[src/rtl/mcla_pipe_addsub.sv]
// Pipelined add/sub: segment k of the operands is summed by a grouped carry-lookahead in rank k.
// Latency STAGES cycles, 1 beat/cycle; a stalled output freezes every rank (in_ready = !out_valid | out_ready).
module mcla_pipe_addsub #(
   parameter int WIDTH  = 24,
   parameter int BLK    = 4,
   parameter int STAGES = 2
) (
   input  logic             clk,
   input  logic             rst,
   input  logic             in_valid,
   output logic             in_ready,
   input  logic [WIDTH-1:0] a,
   input  logic [WIDTH-1:0] b,
   input  logic             cin,
   input  logic             sub,
   output logic             out_valid,
   input  logic             out_ready,
   output logic [WIDTH:0]   s,
   output logic             ovf
);

   localparam int SEG  = WIDTH / STAGES;
   localparam int NGRP = SEG / BLK;

   if (STAGES < 1 || BLK < 1 || (WIDTH % (BLK * STAGES)) != 0) begin : g_param_check
      $error("mcla_pipe_addsub: WIDTH must be a multiple of BLK*STAGES");
   end

   // One pipeline slot: the operands travel whole so the top rank can form ovf,
   // sum holds the segments finished so far, cy is the carry into the next segment.
   typedef struct packed {
      logic             vld;
      logic             cy;
      logic [WIDTH-1:0] a;
      logic [WIDTH-1:0] b;
      logic [WIDTH-1:0] sum;
   } rank_t;

   rank_t rank_in [STAGES];
   rank_t rank_d  [STAGES];
   rank_t rank_q  [STAGES];
   logic  [SEG:0] seg_res [STAGES];
   logic  ovf_d;
   logic  ovf_q;
   logic  advance;

   // Returns {carry_out, sum}: group generate/propagate per BLK bits, then
   // lookahead carries between groups, then ripple inside each group.
   function automatic logic [SEG:0] cla_seg(input logic [SEG-1:0] x,
                                            input logic [SEG-1:0] y,
                                            input logic           c0);
      logic [SEG-1:0]  g;
      logic [SEG-1:0]  p;
      logic [SEG-1:0]  c;
      logic [NGRP-1:0] grp_g;
      logic [NGRP-1:0] grp_p;
      logic [NGRP:0]   grp_c;
      g = x & y;
      p = x ^ y;
      for (int j = 0; j < NGRP; j++) begin
         grp_g[j] = 1'b0;
         grp_p[j] = 1'b1;
         for (int i = 0; i < BLK; i++) begin
            grp_g[j] = g[j*BLK+i] | (p[j*BLK+i] & grp_g[j]);
            grp_p[j] = grp_p[j] & p[j*BLK+i];
         end
      end
      grp_c[0] = c0;
      for (int j = 0; j < NGRP; j++) begin
         grp_c[j+1] = grp_g[j] | (grp_p[j] & grp_c[j]);
      end
      for (int j = 0; j < NGRP; j++) begin
         c[j*BLK] = grp_c[j];
         for (int i = 1; i < BLK; i++) begin
            c[j*BLK+i] = g[j*BLK+i-1] | (p[j*BLK+i-1] & c[j*BLK+i-1]);
         end
      end
      return {grp_c[NGRP], p ^ c};
   endfunction

   assign advance   = !rank_q[STAGES-1].vld || out_ready;
   assign in_ready  = advance;
   assign out_valid = rank_q[STAGES-1].vld;
   assign s         = {rank_q[STAGES-1].cy, rank_q[STAGES-1].sum};
   assign ovf       = ovf_q;

   always_comb begin
      rank_in[0].vld = in_valid;
      rank_in[0].cy  = sub ? 1'b1 : cin;
      rank_in[0].a   = a;
      rank_in[0].b   = sub ? ~b : b;
      rank_in[0].sum = '0;
      for (int k = 1; k < STAGES; k++) begin
         rank_in[k] = rank_q[k-1];
      end
      for (int k = 0; k < STAGES; k++) begin
         seg_res[k] = cla_seg(rank_in[k].a[k*SEG +: SEG], rank_in[k].b[k*SEG +: SEG], rank_in[k].cy);
         rank_d[k]  = rank_in[k];
         rank_d[k].sum[k*SEG +: SEG] = seg_res[k][SEG-1:0];
         rank_d[k].cy = seg_res[k][SEG];
      end
      ovf_d = (rank_in[STAGES-1].a[WIDTH-1] == rank_in[STAGES-1].b[WIDTH-1]) &&
              (rank_d[STAGES-1].sum[WIDTH-1] != rank_in[STAGES-1].a[WIDTH-1]);
   end

   always_ff @(posedge clk) begin
      if (rst) begin
         for (int k = 0; k < STAGES; k++) begin
            rank_q[k] <= '0;
         end
         ovf_q <= 1'b0;
      end else if (advance) begin
         for (int k = 0; k < STAGES; k++) begin
            rank_q[k] <= rank_d[k];
         end
         ovf_q <= ovf_d;
      end
   end

endmodule

[config.mk]
export PLATFORM = sky130hd
export DESIGN_NAME = mcla_pipe_addsub
export DESIGN_NICKNAME = d
export VERILOG_FILES = /design/src/rtl/mcla_pipe_addsub.sv
export SDC_FILE = /design/constraint.sdc
export NUM_CORES = 1
export LEC_CHECK = 0
export CORE_MARGIN = 1
export CORE_UTILIZATION = 55
export DETAILED_ROUTE_END_ITERATION = 10
export HOLD_SLACK_MARGIN = 0.1
export PLACE_DENSITY = 0.86
export SLEW_MARGIN = 20
export SYNTH_ARGS = -nofsm -noshare
export SYNTH_HDL_FRONTEND = slang
export SYNTH_SLANG_ARGS = --single-unit
[constraint.sdc]
create_clock -name clk -period 6.7 [get_ports clk]
set_input_delay 0.67 -clock clk [delete_from_list [all_inputs] [get_ports clk]]
set_output_delay 0.67 -clock clk [all_outputs]
set_load 0.02 [all_outputs]
==> flow_summary.ini <==
[cts]
cts-hold-fix-buffers = 0
clk_path_buf_depth = 2
cts_root_buf = clkbuf_8
post_cts_buffers = 0
insertion_delay_ns = 0.33
cts.reportedPaths.clkPinSlew_ns = 0.06
cts_tree = built
htreeDepth = 3
cts_buffers = 9
post_cts_resized = 0
cts.sinks = 65

[critical_path]
worstSetupPathType = in -> reg
cp_num_cells = 13
cp_slowest_cell = clkdlybuf4s50_1
worst-endpoint-required_ns = 6.76
cpLargestDelayFamily = adder cells
cp.arrival_ns = 4.02
r2r_cells = 11
worstReg2RegEnd = ovf
endpoint_kind = flip-flop
worst-path-max-fanout = 25
path_cells = clkdlybuf4s50_1, buf_4, xor2_1, ha_1, nand3_1, a21boi_0, or3_1, inv_1, fa_1, fa_1, fa_1, xor2_1, nor2_1
max_stage_delay_ns = 0.47
r2r_start = rank_q[0][38]
cpMostUsedCell = fa_1
r2r_slack_ns = 3.35
start_kind = input pin
crit_buf_inv = 3

[route]
post-route-drc-count = 0
routed_wl_mm = 6.38
final_antenna_net_count = 0
viasPerCell = 5.13
firstDrtPassIters = 4
num_vias = 2303
drtIter0Drc = 117
wire_per_inst_um = 14.2

[yosys]
synth_area_leader_cell = edfxtp_1
synthFlopType = edfxtp_1
syn_avg_cell_area_um2 = 12.7
synthTopCellsByArea = edfxtp_1 53%, fa_1 10%, ha_1 8.3%, and2_1 5.9%, xnor2_1 3.9%
synth_seq_cells = 65
syn_nets = 380
synth_common_cells = 64 x edfxtp_1, 34 x and2_1, 32 x nor2_1
synth_xor_area_share_pct = 7.53
async_flop_share_pct = 0
synth_adder_area_share_pct = 18.3
yosysWarnings = 0
muxShareOfSynthArea_pct = 0
ys_types = 31
synth_cells = 284
synth-seq-area-share_pct = 53.9
synth_edf_count = 64
synth_compound_area_share_pct = 3.78
yosysMostFrequentCell = edfxtp_1
yosys.area.top_type_share_pct = 53.3
syn_area_um2 = 3610
yosys.area_share.simple_pct = 12.5
synth_top_family_by_area = adder cells

[worst_hold_path]
min-delay-start = ovf
hold_depth = 2
hold_path.class = reg -> reg
hold_path_end = ovf

[finish]
antennaDiodeCount = 0
fillers = 430
nets = 464
drive_above_1_share_pct = 4.57
syn_to_final_growth_pct = 29.2
post-route-cell-area_um2 = 4660
postLayoutCoreUtil_pct = 73.4

[placed_design]
hpwl_mm = 4.75
placed_cell_area_um2 = 4480
routabilityCongestion = 0.821
post-place-ws_ns = 2.37
io_buffers = 81

[sta]
tns_ns = 0
worst_pin_slew_ns = 0.754
drv_slew = 0
slew_headroom_pct = 49.7
period_needed_ns = 3.96
clock.fmax_mhz = 252
skew_ns = 0.00400
setup_violations = 0
hold_violations = 0
finalCritPeriodShare_pct = 59.1
setup_ws_ns = 2.74
rsz0062_at_grt = no

[global_route]
grt_pass1_wl_mm = 10.9
grt_usage_pct = 20.8
antenna_found_initial = 0
overflow = 0
grt_max_degree = 38
first_global_vias = 2390

[power]
p_sw_mw = 0.280
pwr-share-comb_pct = 23.5
power_mw = 1.08
power_frac_seq_pct = 48.6
intPower_mw = 0.802
ir_drop_v = 0.000201
static-leakage-power_nw = 1.99
p_sw_share_pct = 25.9
pwr-share-clk_pct = 27.9
p_per_area_nw_per_um2 = 232

[floorplan]
initial_core_util_pct = 56.8
ios = 82
coreArea_um2 = 6350
rows = 29
dieArea_um2 = 6880
dieHeight_um = 83.0
die_x_um = 83.0

[outcome]
status = completed

[flow_run]
maxCapViolations = 0
[layout by cell type (no fill, tap or decap)]
cell             netlist  layout
nor2_1                32      32
dfxtp_1                1       1
a22oi_1                2       2
nor3_1                 3       3
nand4_1                4       4
a21oi_1               11      11
xnor2_1               16      16
xor2_1                15      15
nor2b_1                1       1
o21ai_0                4       4
nand2b_2               0       1
nand3_1                1       1
fa_1                  18      18
nor2_4                 0       1
bufinv_16              0       1
and3_1                 1       1
or2_2                  0       1
inv_1                 25      25
clkinv_1               0       2
nand2_1                7       7
buf_4                  0       2
o31ai_1                1       1
clkdlybuf4s50_1        0      81
o21bai_1               1       1
edfxtp_1              64      64
and2_1                34      34
a21o_1                 2       2
ha_1                  24      24
clkinv_2               0       2
clkbuf_1               3       1
a21boi_0               1       1
clkbuf_8               0       9
or3_1                  1       1
a221oi_1               1       1
or4_1                  1       1
[flip-flops by register name (all words and copies together) (netlist names)]
signal and count:
rank_q 64, ovf 1
[logic make-up (layout without fill, tap and decap cells)]
group / count (synthesis) / after routing
simple gates: 88 / 88
flops: 65 / 65
xor+xnor: 31 / 31
fa+ha+maj: 42 / 42
buf+inv: 35 / 123
compound gates: 23 / 23
[worst register-to-register path, delay by kind of cell, from the launching register on]
kind            cells  cell delay [ns]
flops               1             0.43
compound gates      4             0.95
simple gates        2             0.11
fa+ha+maj           4             1.59
xor+xnor            1             0.17
[per-stage QoR]
stage,hold slack (ns),cells
after floorplan,0.497,284
after global placement,0.470,434
after detailed placement,0.501,434
after CTS,0.516,449
after global routing,0.537,449
final,0.512,449
[power groups by stage]
| stage | clock (mW) | sequential, mW | combinational (mW) |
|---|---|---|---|
| finish | 0.301 | 0.526 | 0.254 |
| detailed placement | 0 | 0.536 | 0.254 |
| CTS | 0.308 | 0.527 | 0.257 |
| global placement | 0 | 0.532 | 0.242 |
| floorplan | 0 | 0.562 | 0.119 |
| global route | 0.329 | 0.532 | 0.284 |
[final cells by class]
cell class / count / area (um^2) / area share (%)
flip-flops and latches: 65 / 1940 / 41.7
multi-input cells: 184 / 1530 / 32.7
repair buffers: 83 / 826 / 17.7
clock buffers: 10 / 128 / 2.74
well taps: 77 / 96.3 / 2.07
inverters: 25 / 93.8 / 2.01
clock inverters: 5 / 47.5 / 1.02
[how the worst max path moves through the flow]
stage               slack (ns)       endpoint  startpoint
floorplan                 3.12  rank_q[0][11]         sub
global placement          2.52  rank_q[0][11]         sub
detailed placement        2.37   rank_q[0][7]         sub
CTS                       2.73   rank_q[0][7]         sub
global route              2.57   rank_q[0][7]         sub
finish                    2.74   rank_q[0][7]         sub
[routing by layer]
metal / global-route usage (%) / part of all wire, % / vias to the layer above
li1: - / - / 1125
met1: 24.1 / 39 / 1102
met2: 36.5 / 55 / 62
met3: 3.98 / 4.3 / 14
met4: 11.1 / 2.5 / 0
met5: 0 / 0 / -
Power figures use the tool's default switching activity.
